===== src/rtl/agu_arbiter_pkg.sv =====
// Shared types for the AGU arbiter: tag, register data and memory-op encodings,
// plus the size-based alignment rule used by the address-generation datapath.
package agu_arbiter_pkg;

  localparam int AGU_TAG_W  = 6;
  localparam int REG_DATA_W = 32;

  typedef logic [AGU_TAG_W-1:0]  agu_tag_t;
  typedef logic [REG_DATA_W-1:0] reg_data_t;

  typedef enum logic [1:0] {
    OP_MEM_NONE = 2'd0,
    OP_MEM_LD   = 2'd1,
    OP_MEM_LDU  = 2'd2,
    OP_MEM_ST   = 2'd3
  } decode_mem_op_t;

  // size is log2 of the access width in bytes
  function automatic logic is_misaligned(input reg_data_t addr, input logic [1:0] size);
    logic mis;
    case (size)
      2'd0:    mis = 1'b0;
      2'd1:    mis = addr[0];
      2'd2:    mis = |addr[1:0];
      default: mis = |addr[2:0];
    endcase
    return mis;
  endfunction

endpackage


===== src/rtl/agu_arbiter_addr_gen.sv =====
// Address-generation datapath: wrapping base+offset, alignment check and load decode.
module addr_gen_unit
  import agu_arbiter_pkg::*;
(
  input  reg_data_t      src1,
  input  reg_data_t      offset,
  input  logic [1:0]     size,
  input  decode_mem_op_t op,
  output reg_data_t      addr,
  output logic           misalign,
  output logic           is_ld
);

  assign addr     = src1 + offset;
  assign misalign = is_misaligned(addr, size);
  assign is_ld    = (op == OP_MEM_LD) || (op == OP_MEM_LDU);

endmodule


===== src/rtl/agu_arbiter.sv =====
// Round-robin arbiter sharing one address-generation path between the load and
// store queues, with a single registered output stage and full throughput.
module agu_arbiter
  import agu_arbiter_pkg::*;
(
  input  logic           i_clk,
  input  logic           i_rst,
  input  logic [31:0]    i_log_fd,
  input  logic           i_flush,
  input  logic           i_ld_valid,
  output logic           o_ld_ready,
  input  decode_mem_op_t i_ld_op,
  input  reg_data_t      i_ld_src1,
  input  reg_data_t      i_ld_offset,
  input  logic [1:0]     i_ld_size,
  input  agu_tag_t       i_ld_tag,
  input  logic           i_st_valid,
  output logic           o_st_ready,
  input  decode_mem_op_t i_st_op,
  input  reg_data_t      i_st_src1,
  input  reg_data_t      i_st_offset,
  input  logic [1:0]     i_st_size,
  input  agu_tag_t       i_st_tag,
  output logic           o_valid,
  input  logic           i_ready,
  output reg_data_t      o_addr,
  output logic           o_ld,
  output logic           o_misalign,
  output agu_tag_t       o_tag,
  output logic           o_port
);

  logic           advance;
  logic           grant_st;
  logic           xfer;
  logic           rr;
  reg_data_t      sel_src1;
  reg_data_t      sel_offset;
  logic [1:0]     sel_size;
  decode_mem_op_t sel_op;
  agu_tag_t       sel_tag;
  reg_data_t      gen_addr;
  logic           gen_misalign;
  logic           gen_ld;

  // rr names the preferred port only when both queues are requesting
  always_comb begin
    advance    = (!o_valid || i_ready) && !i_flush;
    grant_st   = i_st_valid && (!i_ld_valid || rr);
    o_ld_ready = !i_rst && advance && i_ld_valid && !grant_st;
    o_st_ready = !i_rst && advance && grant_st;
    xfer       = o_ld_ready || o_st_ready;
  end

  assign sel_src1   = grant_st ? i_st_src1   : i_ld_src1;
  assign sel_offset = grant_st ? i_st_offset : i_ld_offset;
  assign sel_size   = grant_st ? i_st_size   : i_ld_size;
  assign sel_op     = grant_st ? i_st_op     : i_ld_op;
  assign sel_tag    = grant_st ? i_st_tag    : i_ld_tag;

  addr_gen_unit u_addr_gen (
    .src1     (sel_src1),
    .offset   (sel_offset),
    .size     (sel_size),
    .op       (sel_op),
    .addr     (gen_addr),
    .misalign (gen_misalign),
    .is_ld    (gen_ld)
  );

  always_ff @(posedge i_clk) begin
    if (i_rst) begin
      o_valid    <= 1'b0;
      rr         <= 1'b0;
      o_addr     <= '0;
      o_ld       <= 1'b0;
      o_misalign <= 1'b0;
      o_tag      <= '0;
      o_port     <= 1'b0;
    end else if (i_flush) begin
      o_valid <= 1'b0;
    end else if (xfer) begin
      o_valid    <= 1'b1;
      rr         <= ~grant_st;
      o_addr     <= gen_addr;
      o_ld       <= gen_ld;
      o_misalign <= gen_misalign;
      o_tag      <= sel_tag;
      o_port     <= grant_st;
    end else if (i_ready) begin
      o_valid <= 1'b0;
    end
  end

`ifndef SYNTHESIS
  always @(posedge i_clk) begin
    if (xfer && i_log_fd != 32'd0)
      $display("agu: port=%0d tag=%0d addr=%08h", grant_st, sel_tag, gen_addr);
  end
`endif

endmodule


===== config.mk =====
export PLATFORM = sky130hd
export DESIGN_NAME = agu_arbiter
export DESIGN_NICKNAME = d
export VERILOG_FILES = /design/src/rtl/agu_arbiter_pkg.sv /design/src/rtl/agu_arbiter_addr_gen.sv /design/src/rtl/agu_arbiter.sv
export SDC_FILE = /design/constraint.sdc
export NUM_CORES = 1
export LEC_CHECK = 0
export BUFFER_PORTS_ARGS = -buffer_cell sky130_fd_sc_hd__buf_4
export CAP_MARGIN = 20
export CORE_AREA = 2 2 105 107
export CTS_CLUSTER_SIZE = 16
export DETAILED_ROUTE_END_ITERATION = 12
export DIE_AREA = 0 0 107 109
export GPL_TIMING_DRIVEN = 0
export HOLD_SLACK_MARGIN = 0.1
export PLACE_DENSITY = 0.78
export SKIP_LAST_GASP = 1
export SLEW_MARGIN = 20
export SYNTH_ARGS = -nofsm -noshare
export SYNTH_HDL_FRONTEND = slang
export SYNTH_SLANG_ARGS = --single-unit
export TNS_END_PERCENT = 1

===== constraint.sdc =====
create_clock -name i_clk -period 3.85 [get_ports i_clk]
set_clock_uncertainty 0.15 [all_clocks]
set_input_delay 0.1925 -clock i_clk [delete_from_list [all_inputs] [get_ports i_clk]]
set_output_delay 0.1925 -clock i_clk [all_outputs]
set_load 0.01 [all_outputs]

Yosys cells after proc, flatten, opt, wreduce, memory -nomap -nowiden
Cells that the tools add are included.

word-level totals
  output and inout bits = 44
  register bits = 43
  word-level logic and storage cells = 43
  input port bits = 186

cells by class
  mux-type cells = 8
  bitwise logic cells = 2
  reduce and logical (&&, ||, !) cells = 21
  $add $sub $neg = 1
  eq/ne operators = 4

operators with widths
  kind                number
  $mux 32             2
  $add 32x32->32      1
  $logic_and 1x1->1   6
  $mux 6              1
  $logic_not 1->1     5
  $eq 2x1->1 const B  2
  $eq 2x2->1 const B  2
  $logic_or 1x1->1    4
  $mux 2              2
  $reduce_or 2->1     2
  $pmux 1 s3          1
  $reduce_or 3->1     1
  $logic_not 2->1     1
  $mux 1              2
  $not 1->1           2
  $reduce_and 2->1    1
  $reduce_bool 2->1   1

Logic depth before layout (Yosys ltp)
  word-level depth = 8
  depth in mapped cells = 16

Cells and area by module
A second synthesis with hierarchy kept.

second synthesis, totals
  cells, all modules = 459
  area total of the unflattened synthesis = 4623.2 µm²

by module, submodules not included
  module         cells an instance  seq. area each (µm²)  times used  area each (µm²)
  agu_arbiter    233                860.8                 1           2994.1
  addr_gen_unit  226                0.0                   1           1629.1

Least setup slack after synthesis
OpenSTA, ideal clock, no wires.

  kind = flip-flop to flip-flop
  from = register rr
  to = register o_addr[24]
  arrival = 3.117 ns
  required time = 3.616 ns
  buffers on the path = 2
  cell stages (with the launch flop) = 16
  path slack = 0.498 ns
  library setup time = 0.084 ns
  cell sequence = dfxtp_1 o21a_1 clkbuf_1 clkbuf_1 nand2_1 nand2_1 ha_1 fa_1 a21o_1 a221oi_4 a211oi_2 and3_4 o2111ai_2 a21oi_1 o21a_1 o31ai_2

on the way
  word-level cells in the longest chain between the ends = 6
  elaborated cells on any way between the ends = 10
  classes of those cells = add/sub: 1; mux: 2; reduce/logical: 7

ends and longest elaborated chain
  what                                                                    line               RTL
  start: declaration                                                      agu_arbiter.sv:36  logic rr;
  start signal: assignment                                                agu_arbiter.sv:84  rr <= ~grant_st;
  $logic_or 1x1->1 *                                                      agu_arbiter.sv:49  grant_st = i_st_valid && (!i_ld_valid || rr);
  $logic_and 1x1->1 *                                                     agu_arbiter.sv:49
  parallel branches: the longest is 4 deep, another holds $add 32x32->32  --
  end signal: assignment                                                  agu_arbiter.sv:85  o_addr <= gen_addr;
  end: declaration                                                        agu_arbiter.sv:26  output reg_data_t o_addr,

Every way passes the cells marked *.
A chain may end at the register's enable or synchronous reset.

Worst setup path after layout
  from = register rr
  to = register o_addr[30]

The elaborated chain is that of the path after synthesis.

==> summary.txt <==
Cells and area
  – Nets: 1,068
  – Layout area overhead: 45.88%
  – Layout cell share with drive strength beyond 1: 27.85%
  – Finished Layout Cells: 991
  – Post-route core utilization: a little under three fifths
  – Fill cells: 1,061
  – Diodes inserted: 0

Synthesis
  – #FFs+latches synth: 43
  – FFs w/ async S/R, synth: 0%
  – Top post-synthesis cells by area: nand2_1 (22%), dfxtp_1 (21%), ha_1 (9.4%)
  – Post-synth top cells: nand2_1 (244), a21oi_1 (61), dfxtp_1 (43)
  – Top-area cell type share of the netlist area: roughly 22%
  – Cell variety after synth: 55
  – Gate Count Post-Synth: around 640
  – Syn Area/Cell: about 6.5 µm²
  – Most common cell in the synthesized netlist: nand2_1
  – Area of the mapped netlist: approximately 4100 µm²
  – Syn Nets: 856
  – Register area share after synthesis: 20.82%
  – Post-synth EDFFs: 0
  – Primary FF master, synth: dfxtp_1
  – Synth Warn #: 0
  – Cell taking the most area after synthesis: nand2_1

Place
  – GP Congestion: 0.9107
  – Placed Cells: 974
  – I/O Buffers: 196
  – Hpwl dp: roughly 11,000 µm

Global routing
  – Vias in the first global route: 4,525
  – Pin count of the biggest net entering global routing: 15
  – Gr ovfl total: 0
  – First-pass GRT wire length: approximately 21,000 µm
  – Gr usage total: 22.09%
  – Initial antenna violation count: 0

Power
  – Maximum VDD drop: 0.0001606 V
  – PD cells: 310.0 nW/µm²
  – Leak Pwr: 3.047 nW
  – Final Total Pwr: 1.870 mW

Timing
  – Worst Tran Pin Value: about 0.64 ns
  – Slew headroom: 57.43%
  – Final setup viols: 0
  – Maximum clock rate: 0.2730 GHz
  – Min Tclk post-route: 3.664 ns
  – Final Hold Viols: 0
  – Max-slew violations: 0
  – Final worst-path cycle share: between 90 and 100%
  – RSZ-0062 raised after global routing: true

Drt
  – DRC: 0
  – Initial DRC Count: around 350
  – Routed vias/inst: 5.012
  – Final WL: 13,370 µm
  – Vias: 4,967
  – Antenna-violating nets left: 0
  – DRT Pass-1 Iters: 5
  – Drt wl/cell: between 10 and 15 µm

Clock network
  – CTS sink count: 43
  – Worst-Skew Late Latency: 0.29 ns
  – Clock root buffer: clkbuf_8
  – CTS clock-pin slew for the worst setup and hold paths: 0.09 ns
  – CTS max path bufs: 2
  – Cts bufs inserted: 5
  – Number of H-tree levels: 2
  – CTS tree: built

Worst setup path
  – Worst path most repeated cell: nand2_1
  – CP peak stage delay: 0.37 ns
  – Buf/Inv on CP: 2
  – Worst Path Required: 3.87 ns
  – Crit Path Category: flop to flop
  – Critical path's slowest cell: fa_2
  – Crit path max-delay family: compound AO/OA/AOI/OAI gates
  – Reg2reg start: rr
  – Nature of the critical path startpoint: flop
  – Critical path fanouts, max: 10
  – Worst setup path start: rr
  – Worst-path cell chain: o21a_2 -> buf_4 -> buf_2 -> nand2_1 -> nand2_1 -> ha_1 -> fa_2 -> a21o_1 -> a221oi_4 -> a211oi_2 -> and3_4 -> o211ai_2 -> a21oi_1 -> mux2i_1 -> o311ai_1
  – Element type at the critical path end: flop
  – Crit path arrival time: roughly 3.7 ns

Worst hold path
  – HP Start: i_st_op[1]
  – Hold Crit Class: input port to flop

Floorplan
  – Core area: 10,600 µm²
  – Die height: 109 µm
  – Cell Rows: 38
  – Initial Util: 38.99%
  – Die Area: 11,660 µm²
  – IO Count: 230
  – Die W: 107 µm

Outcome
  – Status: finished clean

Job
  – Max-cap violations: 0
logic make-up (layout without fill, tap and decap cells):
kind of cell,Yosys count,count (layout),synth area share (%)
compound gates,164,164,26.42
xor+xnor,27,27,5.720
fa+ha+maj,32,32,9.867
buf+inv,51,264,4.661
flops,43,43,20.82
mux,3,3,0.7264
simple gates,318,318,31.78
routing by layer:
metal | routed length (µm) | global-route usage (%)
met2 | 6104 | 37.49
met1 | 6122 | 29.89
met5 | 0 | 0
met3 | 973 | 3.347
met4 | 166 | 4.453
layout by cell type (no fill, tap or decap), types with 3 or more instances in the layout:
master / n
a211oi_1: 5
a21o_1: 15
a21oi_1: 61
and3_1: 5
buf_4: 198
clkbuf_1: 25
clkbuf_2: 8
clkbuf_8: 5
dfxtp_1: 43
dlygate4sd3_1: 8
ha_1: 31
inv_1: 13
mux2i_1: 3
nand2_1: 244
nand3_1: 23
nand4_1: 4
nor2_1: 20
nor3_1: 3
o211ai_2: 3
o21a_1: 4
o21ai_0: 28
o21ai_1: 12
o21ai_2: 3
o31ai_1: 3
or3_1: 8
xnor2_1: 17
xor2_1: 10
worst register-to-register path: cells and delay by family, from the launching register on:
kind	cells	cell delay (ns)
buffers and inverters	2	0.41
adder cells (fa/ha/maj)	2	0.63
multiplexers	1	0.19
AO/OA/AOI/OAI	7	1.46
AND/OR/NAND/NOR	3	0.36
flip-flops	1	0.34
final timing paths:
| kind | to | slack (ns) | cells past startpoint |
|---|---|---|---|
| hold / removal | o_ld | 0.13 | 4 |
| hold reg to reg | o_addr[14] | 0.31 | 2 |
| setup reg to reg | o_addr[30] | 0.19 | 15 |
| setup / recovery | o_addr[30] | 0.19 | 15 |
flip-flops by register name, summed over array words and instances (netlist names):
name,flops
o_ld,1
o_addr,32
o_tag,6
o_port,1
o_misalign,1
o_valid,1
rr,1
layout make-up:
cell class              instances  area [µm²]  share of cell area [%]
flip-flops and latches         43       860.8                   14.27
plain buffers                  38       162.7                   2.697
repair buffers                205        1559                   25.85
clock inverters                 3       67.56                   1.120
well taps                     140       175.2                   2.905
clock buffers                   5       68.82                   1.141
multi-input cells             544        3088                   51.20
inverters                      13       48.80                  0.8091
per-stage QoR:
| stage | TNS, ns | cell area (µm²) | setup WS (ns) | hold slack, ns |
|---|---|---|---|---|
| 3_3_place_gp | -6.475 | 5781 | -0.5410 | 0.2251 |
| 3_5_place_dp | -7.401 | 5781 | -0.5757 | 0.2295 |
| 6_report | 0 | 6031 | 0.1864 | 0.1317 |
| 5_1_grt | -0.01800 | 6031 | -0.01082 | 0.1364 |
| 2_1_floorplan | 0 | 4134 | 0.4984 | 0.1210 |
| 4_1_cts | -0.009461 | 6008 | -0.009461 | 0.1283 |
report_power, final:
group | internal [mW] | switching [mW] | total [mW]
Combinational | 0.429 | 0.499 | 0.928
Sequential | 0.491 | 0.0242 | 0.515
Clock | 0.259 | 0.168 | 0.427
Total | 1.18 | 0.691 | 1.87
what timing repair did:
item / 4_1_cts / 5_1_grt
hold buffers: 8 / 0
hold endpoints to repair: 7 / 0
pin swaps: 0 / 1
buffers inserted: 0 / 1
setup endpoints to repair: 20 / 14
gates resized for setup: 8 / 17
No activity file was read; power rests on OpenSTA's default activity.
